==> config.mk <==
export PLATFORM = sky130hd
export DESIGN_NAME = ro_puf_engine
export DESIGN_NICKNAME = d
export VERILOG_FILES = /design/src/rtl/ro_puf_pkg.sv /design/src/rtl/ro_edge_counter.sv /design/src/rtl/ro_puf_engine.sv
export SDC_FILE = /design/constraint.sdc
export NUM_CORES = 1
export LEC_CHECK = 0
export ABC_AREA = 1
export CORE_MARGIN = 5
export CORE_UTILIZATION = 35
export DETAILED_ROUTE_END_ITERATION = 16
export REMOVE_ABC_BUFFERS = 1
export SYNTH_ARGS = -nofsm -noshare
export SYNTH_HDL_FRONTEND = slang
export SYNTH_HIERARCHICAL = 1
export SYNTH_SLANG_ARGS = --single-unit
==> constraint.sdc <==
create_clock -name clk_i -period 3.68 [get_ports clk_i]
set_input_delay 0.92 -clock clk_i [delete_from_list [all_inputs] [get_ports clk_i]]
set_output_delay 0.92 -clock clk_i [all_outputs]
set_load 0.02 [all_outputs]
==> src/rtl/ro_puf_pkg.sv <==
// Shared types and constants for the ring-oscillator PUF response engine:
// FSM state encoding, LFSR feedback taps and the zero-challenge seed substitute.
package ro_puf_pkg;

    typedef enum logic [2:0] {
        IDLE,
        CLEAR,
        GATE,
        SETTLE,
        COMPARE,
        DONE
    } state_e;

    // Right-shifting Fibonacci form of taps 16,14,13,11: feedback from bits 0,2,3,5.
    localparam logic [15:0] LFSR_TAPS = 16'h002D;
    localparam logic [15:0] ZERO_SEED = 16'hACE1;

    function automatic logic [15:0] lfsr_step(input logic [15:0] s);
        return {^(s & LFSR_TAPS), s[15:1]};
    endfunction

endpackage

==> src/rtl/ro_edge_counter.sv <==
// Saturating edge counter clocked directly by one oscillator line, with a
// 2-flop gate synchroniser in the oscillator domain and an asynchronous clear.
module ro_edge_counter #(
    parameter int CNT_W = 16
) (
    input  logic             ro_i,
    input  logic             rst_ni,
    input  logic             clear_i,
    input  logic             gate_i,
    output logic [CNT_W-1:0] count_o
);

    logic             asyncClr;
    logic             gateMeta_q;
    logic             gateSync_q;
    logic [CNT_W-1:0] count_q;
    logic [CNT_W-1:0] count_d;

    // clear_i comes straight from a flop in the clk domain, so it is glitch-free.
    assign asyncClr = clear_i | ~rst_ni;

    always_comb begin
        count_d = count_q;
        if (gateSync_q && (count_q != {CNT_W{1'b1}})) begin
            count_d = count_q + CNT_W'(1);
        end
    end

    always_ff @(posedge ro_i or posedge asyncClr) begin
        if (asyncClr) begin
            gateMeta_q <= 1'b0;
            gateSync_q <= 1'b0;
            count_q    <= '0;
        end else begin
            gateMeta_q <= gate_i;
            gateSync_q <= gateMeta_q;
            count_q    <= count_d;
        end
    end

    assign count_o = count_q;

endmodule

==> src/rtl/ro_puf_engine.sv <==
// Ring-oscillator PUF response engine: LFSR-selected oscillator pairs are
// counted over a gated window and compared bit by bit. Optional per-bit
// margin flags are built when PUF_MARGIN_EN is defined.
module ro_puf_engine
    import ro_puf_pkg::*;
#(
    parameter int NUM_RO        = 16,
    parameter int SEL_W         = $clog2(NUM_RO),
    parameter int CNT_W         = 16,
    parameter int GATE_CYCLES   = 1024,
    parameter int SETTLE_CYCLES = 4,
    parameter int RESP_BITS     = 8
`ifdef PUF_MARGIN_EN
    ,
    parameter int MARGIN        = 8
`endif
) (
    input  logic                 clk_i,
    input  logic                 rst_ni,
    input  logic [NUM_RO-1:0]    ro_i,
    input  logic                 start_i,
    input  logic [15:0]          challenge_i,
    output logic                 busy_o,
    output logic                 done_o,
    output logic [RESP_BITS-1:0] response_o,
    output logic                 resp_valid_o,
    output logic [CNT_W-1:0]     last_cnt_a_o,
`ifdef PUF_MARGIN_EN
    output logic [CNT_W-1:0]     last_cnt_b_o,
    output logic [RESP_BITS-1:0] unreliable_o
`else
    output logic [CNT_W-1:0]     last_cnt_b_o
`endif
);

    localparam int CYC_W = $clog2(GATE_CYCLES + SETTLE_CYCLES);
    localparam int BIT_W = (RESP_BITS > 1) ? $clog2(RESP_BITS) : 1;

    state_e               state_q, state_d;
    logic [15:0]          lfsr_q, lfsr_d;
    logic [CYC_W-1:0]     cyc_q, cyc_d;
    logic [BIT_W-1:0]     bitIdx_q, bitIdx_d;
    logic [RESP_BITS-1:0] respShadow_q, respShadow_d;
    logic [RESP_BITS-1:0] response_q, response_d;
    logic                 respValid_q, respValid_d;
    logic                 busy_q, busy_d;
    logic                 done_q, done_d;
    logic                 clear_q, clear_d;
    logic                 gate_q, gate_d;
    logic [CNT_W-1:0]     lastCntA_q, lastCntA_d;
    logic [CNT_W-1:0]     lastCntB_q, lastCntB_d;
`ifdef PUF_MARGIN_EN
    logic [RESP_BITS-1:0] unrelShadow_q, unrelShadow_d;
    logic [RESP_BITS-1:0] unreliable_q, unreliable_d;
    logic [CNT_W-1:0]     cntDiff;
`endif

    logic [SEL_W-1:0]     idxA, idxB, idxBRaw;
    logic                 roA, roB;
    logic [CNT_W-1:0]     cntA, cntB;

    // The LFSR only moves at the edge that enters CLEAR, so any mux glitch
    // lands while the counters are held in asynchronous clear.
    assign idxA    = lfsr_q[SEL_W-1:0];
    assign idxBRaw = lfsr_q[8 +: SEL_W];
    assign idxB    = (idxBRaw == idxA) ? idxA + SEL_W'(1) : idxBRaw;
    assign roA     = ro_i[idxA];
    assign roB     = ro_i[idxB];

    ro_edge_counter #(.CNT_W(CNT_W)) u_cnt_a (
        .ro_i    (roA),
        .rst_ni  (rst_ni),
        .clear_i (clear_q),
        .gate_i  (gate_q),
        .count_o (cntA)
    );

    ro_edge_counter #(.CNT_W(CNT_W)) u_cnt_b (
        .ro_i    (roB),
        .rst_ni  (rst_ni),
        .clear_i (clear_q),
        .gate_i  (gate_q),
        .count_o (cntB)
    );

`ifdef PUF_MARGIN_EN
    assign cntDiff = (cntA > cntB) ? cntA - cntB : cntB - cntA;
`endif

    always_comb begin
        state_d      = state_q;
        lfsr_d       = lfsr_q;
        cyc_d        = cyc_q;
        bitIdx_d     = bitIdx_q;
        respShadow_d = respShadow_q;
        response_d   = response_q;
        respValid_d  = respValid_q;
        busy_d       = busy_q;
        done_d       = 1'b0;
        lastCntA_d   = lastCntA_q;
        lastCntB_d   = lastCntB_q;
`ifdef PUF_MARGIN_EN
        unrelShadow_d = unrelShadow_q;
        unreliable_d  = unreliable_q;
`endif
        case (state_q)
            IDLE: begin
                if (start_i) begin
                    lfsr_d       = (challenge_i == 16'h0000) ? ZERO_SEED : challenge_i;
                    bitIdx_d     = '0;
                    respShadow_d = '0;
                    respValid_d  = 1'b0;
                    busy_d       = 1'b1;
`ifdef PUF_MARGIN_EN
                    unrelShadow_d = '0;
`endif
                    state_d      = CLEAR;
                end
            end
            CLEAR: begin
                cyc_d   = CYC_W'(GATE_CYCLES - 1);
                state_d = GATE;
            end
            GATE: begin
                if (cyc_q == '0) begin
                    cyc_d   = CYC_W'(SETTLE_CYCLES - 1);
                    state_d = SETTLE;
                end else begin
                    cyc_d = cyc_q - CYC_W'(1);
                end
            end
            SETTLE: begin
                if (cyc_q == '0) begin
                    state_d = COMPARE;
                end else begin
                    cyc_d = cyc_q - CYC_W'(1);
                end
            end
            COMPARE: begin
                respShadow_d[bitIdx_q] = (cntA > cntB);
`ifdef PUF_MARGIN_EN
                unrelShadow_d[bitIdx_q] = (cntDiff < CNT_W'(MARGIN));
`endif
                lastCntA_d = cntA;
                lastCntB_d = cntB;
                lfsr_d     = lfsr_step(lfsr_q);
                if (bitIdx_q == BIT_W'(RESP_BITS - 1)) begin
                    state_d = DONE;
                end else begin
                    bitIdx_d = bitIdx_q + BIT_W'(1);
                    state_d  = CLEAR;
                end
            end
            DONE: begin
                response_d  = respShadow_q;
                respValid_d = 1'b1;
                done_d      = 1'b1;
                busy_d      = 1'b0;
`ifdef PUF_MARGIN_EN
                unreliable_d = unrelShadow_q;
`endif
                state_d     = IDLE;
            end
            default: state_d = IDLE;
        endcase
        clear_d = (state_d == CLEAR);
        gate_d  = (state_d == GATE);
    end

    always_ff @(posedge clk_i or negedge rst_ni) begin
        if (!rst_ni) begin
            state_q      <= IDLE;
            lfsr_q       <= '0;
            cyc_q        <= '0;
            bitIdx_q     <= '0;
            respShadow_q <= '0;
            response_q   <= '0;
            respValid_q  <= 1'b0;
            busy_q       <= 1'b0;
            done_q       <= 1'b0;
            clear_q      <= 1'b0;
            gate_q       <= 1'b0;
            lastCntA_q   <= '0;
            lastCntB_q   <= '0;
`ifdef PUF_MARGIN_EN
            unrelShadow_q <= '0;
            unreliable_q  <= '0;
`endif
        end else begin
            state_q      <= state_d;
            lfsr_q       <= lfsr_d;
            cyc_q        <= cyc_d;
            bitIdx_q     <= bitIdx_d;
            respShadow_q <= respShadow_d;
            response_q   <= response_d;
            respValid_q  <= respValid_d;
            busy_q       <= busy_d;
            done_q       <= done_d;
            clear_q      <= clear_d;
            gate_q       <= gate_d;
            lastCntA_q   <= lastCntA_d;
            lastCntB_q   <= lastCntB_d;
`ifdef PUF_MARGIN_EN
            unrelShadow_q <= unrelShadow_d;
            unreliable_q  <= unreliable_d;
`endif
        end
    end

    assign busy_o       = busy_q;
    assign done_o       = done_q;
    assign response_o   = response_q;
    assign resp_valid_o = respValid_q;
    assign last_cnt_a_o = lastCntA_q;
    assign last_cnt_b_o = lastCntB_q;
`ifdef PUF_MARGIN_EN
    assign unreliable_o = unreliable_q;
`endif

endmodule

# After elaboration in Yosys (flattened, before gate mapping)
# Index checks and enable logic that the tools add are counted.
# classes
multipliers	0
bitwise_logic	2
eq_ne	14
reduce_logical	14
n_lt_le_gt_ge	5
n_mux	29
shift	0
n_div	0
add_sub_neg	5
# op_table
operator	n
$pmux 11 s3	1
$add 16x1->16 const B	2
$mux 16	2
$ne 16x16->1 const B	2
$pmux 16 s2	1
$mux 11	2
$mux 3	6
$gt 16x16->1	1
$logic_not 16->1	1
$pmux 8 s2	1
$reduce_xor 16->1	1
$pmux 3 s5	1
$logic_not 11->1	1
$sub 11x1->11 const B	1
$lt 4x5->1 const B	2
$eq 3x2->1 const B	3
$eq 3x3->1 const B	3
$bmux 1 s4	2
$bwmux 8	1
$mux 8	1
$eq 3x1->1 const B	2
$mux 1	6
$ne 2x2->1 const B	3
$pmux 3 s2	1
16 further kinds	22
# totals
mem_count	0
word_cells	88
out_inout_bits	43
register_bits	122
ram_bits	0
inputBits	35
latch_bits	0
romBits	0

# Depth between registers and ports, before layout
# Gate-level depths: netlist of run 1.
# depth
word_depth	6
depth_mapped	13
mapped_depth_nobuf	12

# By module
# Netlist of run 1, hierarchy kept.
# by_module_without_submodules
module	cells_per_inst	area_each_um2	n_inst	seq_area_each_um2
ro_puf_engine	594	4670.7	1	2152.1
ro_edge_counter	157	1113.6	2	450.4

==> flow_summary.yaml, run 1 <==
detailed_routing:
  vias_per_cell: 4.79
  routedWlPerCell_um: 13.7
  drt_drc_violations_left: 0
  dr.pass1.iters: 5
  routed_wl_um: 17200
  via_count: 6006
  ant_nets: 0
  first_iter_violations: 370
grt:
  grt-ovfl-total: 0
  track_usage: 0.157
  grt_max_degree: 44
  grt_pass1_wl_um: 29000
  antenna_found_initial: 0
  grt_pass1_vias: 5783
floorplanning:
  ios: 78
  initial_utilization: 0.354
  fp-row-count: 51
  core_mm2: 0.0195
  die_h_um: 150
  die_w_um: 150
  die_area_mm2: 0.0226
status:
  status: "finished clean"
critical_path:
  r2r_setup_slack_ns: 1.65
  crit_path_end_kind: "output port"
  worst-path-max-fanout: 2
  required_ns: 2.76
  cp-start-kind: "flop"
  slowest_stage: "clkdlybuf4s50_1"
  slowest_delay_ns: 0.62
  path_cells: "clkdlybuf4s50_1"
  critical_path_class: "flop to output port"
  arrival_ns: 1.36
  r2r-start: "state_q[2]$_DFF_PN0_"
  crit_buf_inv: 1
  worstRegToRegCells: 7
  cpLargestDelayFamily: "buffers and inverters"
  timing.rr.end: "lfsr_q[15]$_DFFE_PN0P_"
cts:
  post_cts_resized: 0
  postCtsSetupRepairBufs: 0
  hold_buffers: 0
  clockBufferDepth: 2
  h-tree-depth: 3
  cts_tree: "yes"
  clkLatencyLatePin_ns: 0.35
  clk_pin_slew_worst_paths_ns: 0.07
  cts-buffers-inserted: 9
  root_buffer: "clkbuf_16"
finish:
  fill_cells: 2013
  final_layout_size_suffix_gt1_frac: 0.0869
  final_net_count: 1043
  multi_input_area_mm2: 0.00326
  area.growth.synth_to_final_pct: 19.6
  final_core_util: 0.424
  seq_area_mm2: 0.00305
  diodes: 0
synth:
  synth_area_mm2: 0.00690
  synth_seq_area_share: 0.443
  postSynthAreaPerCell_um2: 7.60
  synth_edf_count: 0
  yosys_warnings: 6
  ys_ff_latch: 122
  synthCells: 908
  netlist-cell-type-count: 36
  synth_top_flop_cell: "dfrtp_1"
  synth-async-reset-ratio: 1.00
timing:
  untimed_endpoints: 36
  setup_ws_ns: 1.40
  hold_violations: 0
  unclocked_pins: 36
  setup_tns_ns: 0
  min_period_over_period: 0.619
  relSlewSlack: 0.285
  worst_clock_skew_ns: 0.00923
  rsz0062_at_grt: "no"
  worst_pin_slew_ns: 1.06
  setup-violations-final: 0
  layout_min_cycle_time_ns: 2.28
  fmax_ghz: 0.439
  drv_slew: 0
placed_design:
  post-place-ws_ns: 1.12
  dp_hpwl_um: 12900
  numPortBuffers: 77
  routabilityCongestion: 0.889
hold_path:
  whs_endpoint: "response_o[0]$_DFFE_PN0P_"
  hold_depth: 2
  min_from: "response_o[0]$_DFFE_PN0P_"
  hp-class: "flop to flop"
power:
  cellPowerDensity_mw_per_mm2: 241
  irDropWorstVdd_mv: 0.173
  p_leak_nw: 3.94
run:
  maxCapViolCount: 0
## power breakdown
part           switching (mW)  internal [mW]  total [mW]
registers                   0          0.964       0.964
logic                  0.0540         0.0415      0.0955
clock network           0.445          0.481       0.926
total                   0.499           1.49        1.98
## metal layers
layer,wire (um),track usage,share of wire
met1,8330,0.225,0.49
met2,7670,0.245,0.45
met3,912,0.0253,0.053
met4,247,0.0485,0.014
met5,0,0,0
## metrics by stage
step           total power, mW  hold WS, ns  cells  cell area (um2)
6_report                  1.98        0.474   1255             8250
5_1_grt                   2.06        0.501   1255             8250
4_1_cts                   2.02        0.479   1255             8250
3_5_place_dp              1.08        0.462   1239             7950
3_3_place_gp              1.08        0.453   1239             7950
2_1_floorplan             1.01        0.450    891             6800
## worst min-delay path: stages (launching register included)
cell,delay [ns]
dfrtp_1,0.34
nand2_1,0.05
nand2_1,0.05
## layout by cell type, fill, tap and decap left out, types with 15 or more instances in the layout
cell type          n
clkdlybuf4s50_1   76
ha_1              23
dfrtp_1          122
nor2_1            76
nand2_1          272
nor2_4            15
nand4_1           15
inv_2             17
inv_1            113
nand3_1           73
o21ai_0           48
## sequential cells by signal, indices dropped and copies added, names as in the netlist
signal	count
last_cnt_a_o	16
last_cnt_b_o	16
lfsr_q	16
u_cnt_a/count_o	16
u_cnt_b/count_o	16
cyc_q	11
respShadow_q	8
response_o	8
bitIdx_q	3
state_q	3
busy_o	1
clear_q	1
done_o	1
gate_q	1
resp_valid_o	1
u_cnt_a/gateMeta_q	1
u_cnt_a/gateSync_q	1
u_cnt_b/gateMeta_q	1
u_cnt_b/gateSync_q	1
## area by class of cell
cell class	instances	share of cell area
clock inverters	7	0.00895
multi-input cells	639	0.396
inverters	130	0.0592
well taps	265	0.0402
repair buffers	83	0.0986
clock buffers	9	0.0273
flip-flops and latches	122	0.370
## cell families after synthesis
| group | Yosys count | share of synthesized area |
|---|---|---|
| buf+inv | 147 | 0.0845 |
| xor+xnor | 16 | 0.0203 |
| compound gates | 117 | 0.0996 |
| simple gates | 483 | 0.311 |
| flops | 122 | 0.443 |
| fa+ha+maj | 23 | 0.0417 |
## Yosys cell counts, types with 7 or more instances
library cell	number	area share
o21ai_0	48	0.035
nor3_1	8	0.0058
inv_2	17	0.0093
nor2_4	15	0.024
clkbuf_1	9	0.0049
o22ai_1	10	0.0091
a31oi_1	7	0.0063
nand3_1	73	0.053
ha_1	23	0.042
nand2_1	272	0.15
o21ai_2	10	0.013
o21ai_1	13	0.0094
inv_1	113	0.061
nand4_1	15	0.014
a21oi_1	14	0.010
nor2_1	76	0.041
dfrtp_1	122	0.44
nand2_2	12	0.011
xor2_1	11	0.014
## how the worst max path moves through the flow
stage	start	endpoint	slack, ns	cells after the start
floorplan	state_q[1]$_DFF_PN0_	respShadow_q[6]$_DFFE_PN0P_	1.71	10
global placement	start_i	lfsr_q[0]$_DFFE_PN0P_	1.15	7
detailed placement	start_i	lfsr_q[7]$_DFFE_PN0P_	1.12	7
CTS	last_cnt_a_o[6]$_DFFE_PN0P_	last_cnt_a_o[6]	1.37	1
global route	last_cnt_a_o[10]$_DFFE_PN0P_	last_cnt_a_o[10]	1.36	1
finish	last_cnt_a_o[6]$_DFFE_PN0P_	last_cnt_a_o[6]	1.40	1
(Power assumes the default switching activity.)
==> inputs of run 2 (changes only) <==
==> constraint.sdc (replaced) <==
create_clock -name clk_i -period 2.3 [get_ports clk_i]
set_input_delay 0.575 -clock clk_i [delete_from_list [all_inputs] [get_ports clk_i]]
set_output_delay 0.575 -clock clk_i [all_outputs]
set_load 0.02 [all_outputs]
==> flow_summary.yaml, run 2 (synthesis results as in run 1) <==
cts:
  root_buffer: "clkbuf_16"
  post_cts_resized: 0
  cts-buffers-inserted: 9
  clockBufferDepth: 2
  h-tree-depth: 3
  clkLatencyLatePin_ns: 0.35
  postCtsSetupRepairBufs: 0
  hold_buffers: 0
  cts_tree: "yes"
  clk_pin_slew_worst_paths_ns: 0.07
grt:
  grt-ovfl-total: 0
  grt_pass1_wl_um: 28800
  grt_max_degree: 45
  track_usage: 0.158
  grt_pass1_vias: 5668
  antenna_found_initial: 0
critical_path:
  critPathLaunch: "last_cnt_a_o[11]$_DFFE_PN0P_"
  arrival_ns: 1.36
  critical_path_class: "flop to output port"
  crit_buf_inv: 1
  r2r-start: "state_q[1]$_DFF_PN0_"
  worst-path-max-fanout: 2
  path_cells: "clkdlybuf4s50_1"
  cpLargestDelayFamily: "buffers and inverters"
  cp-start-kind: "flop"
  slowest_stage: "clkdlybuf4s50_1"
  slowest_delay_ns: 0.65
  crit_path_end_kind: "output port"
  required_ns: 1.73
floorplanning:
  fp-row-count: 51
  die_area_mm2: 0.0226
  ios: 78
  die_w_um: 150
  initial_utilization: 0.354
  die_h_um: 150
  core_mm2: 0.0195
detailed_routing:
  vias_per_cell: 4.76
  first_iter_violations: 391
  dr.pass1.iters: 5
  routed_wl_um: 17200
  drt_drc_violations_left: 0
  ant_nets: 0
  routedWlPerCell_um: 13.7
  via_count: 5991
placed_design:
  dp_hpwl_um: 12900
  place_area_mm2: 0.00800
  numPortBuffers: 77
  routabilityCongestion: 0.869
  post-place-ws_ns: 0.222
timing:
  unclocked_pins: 36
  hold_violations: 0
  setup-violations-final: 0
  untimed_endpoints: 36
  hold-worst-slack_ns: 0.204
  relSlewSlack: 0.164
  setup_tns_ns: 0
  drv_slew: 0
  worst_clock_skew_ns: 0.00715
  fmax_ghz: 0.516
  worst_pin_slew_ns: 1.24
  rsz0062_at_grt: "no"
  layout_min_cycle_time_ns: 1.94
  setup_ws_ns: 0.362
  min_period_over_period: 0.843
power:
  power.share.sequential: 0.495
  combPwrFrac: 0.050
  p_sw_frac: 0.235
  intPower_mw: 2.39
  p_leak_nw: 3.96
  clkPwrFrac: 0.455
  p_switching_uw: 732
  irDropWorstVdd_mv: 0.310
  cellPowerDensity_mw_per_mm2: 376
finish:
  finish.instance_area_mm2: 0.00829
  final_cell_mix: "nand2_1 (272), dfrtp_1 (122), inv_1 (113), nor2_1 (76), clkdlybuf4s50_1 (76)"
  area.growth.synth_to_final_pct: 20.2
  final_common_cell: "nand2_1"
  final_net_count: 1047
  final_layout_size_suffix_gt1_frac: 0.0895
  final_core_util: 0.426
  diodes: 0
status:
  status: "finished clean"
run:
  maxCapViolCount: 0
hold_path:
  hp-class: "input pin to async pin"
[run 2: routing by layer]
layer  vias to the layer above  global-route usage  share of wire
met4                         0              0.0439          0.012
met1                      2761               0.221           0.49
met3                        19              0.0289          0.051
li1                       3071                   -              -
met5                         -                   0              0
met2                       140               0.252           0.45
[run 2: power by group through the flow]
| stage | Combinational, mW | Sequential, mW | Clock (mW) |
|---|---|---|---|
| 2_1_floorplan | 0.0388 | 1.57 | 0 |
| 6_report | 0.156 | 1.54 | 1.42 |
| 4_1_cts | 0.161 | 1.54 | 1.46 |
| 3_5_place_dp | 0.160 | 1.57 | 0 |
| 3_3_place_gp | 0.161 | 1.57 | 0 |
| 5_1_grt | 0.178 | 1.54 | 1.52 |
[run 2: final cells by class]
cell class	instances	area, um2
flip-flops and latches	122	3050
repair buffers	87	868
well taps	265	332
inverters	130	488
clock buffers	11	243
multi-input cells	639	3260
clock inverters	5	42.5
fillers	2002	11200
[run 2: final timing paths]
check,cells after the start,slack (ns),end
setup / recovery,1,0.36,last_cnt_a_o[11]
hold / removal,1,0.20,response_o[2]$_DFFE_PN0P_
setup reg to reg,10,0.41,respShadow_q[6]$_DFFE_PN0P_
hold reg to reg,2,0.47,response_o[3]$_DFFE_PN0P_
max in group asynchronous,2,1.50,lfsr_q[0]$_DFFE_PN0P_
min in group clk_i,2,0.47,response_o[3]$_DFFE_PN0P_
[run 2: metrics by stage]
| stage | power (mW) | std cells |
|---|---|---|
| after floorplan | 1.61 | 891 |
| after detailed placement | 1.73 | 1243 |
| final | 3.12 | 1259 |
| after global routing | 3.24 | 1259 |
| after CTS | 3.17 | 1259 |
| after global placement | 1.73 | 1243 |
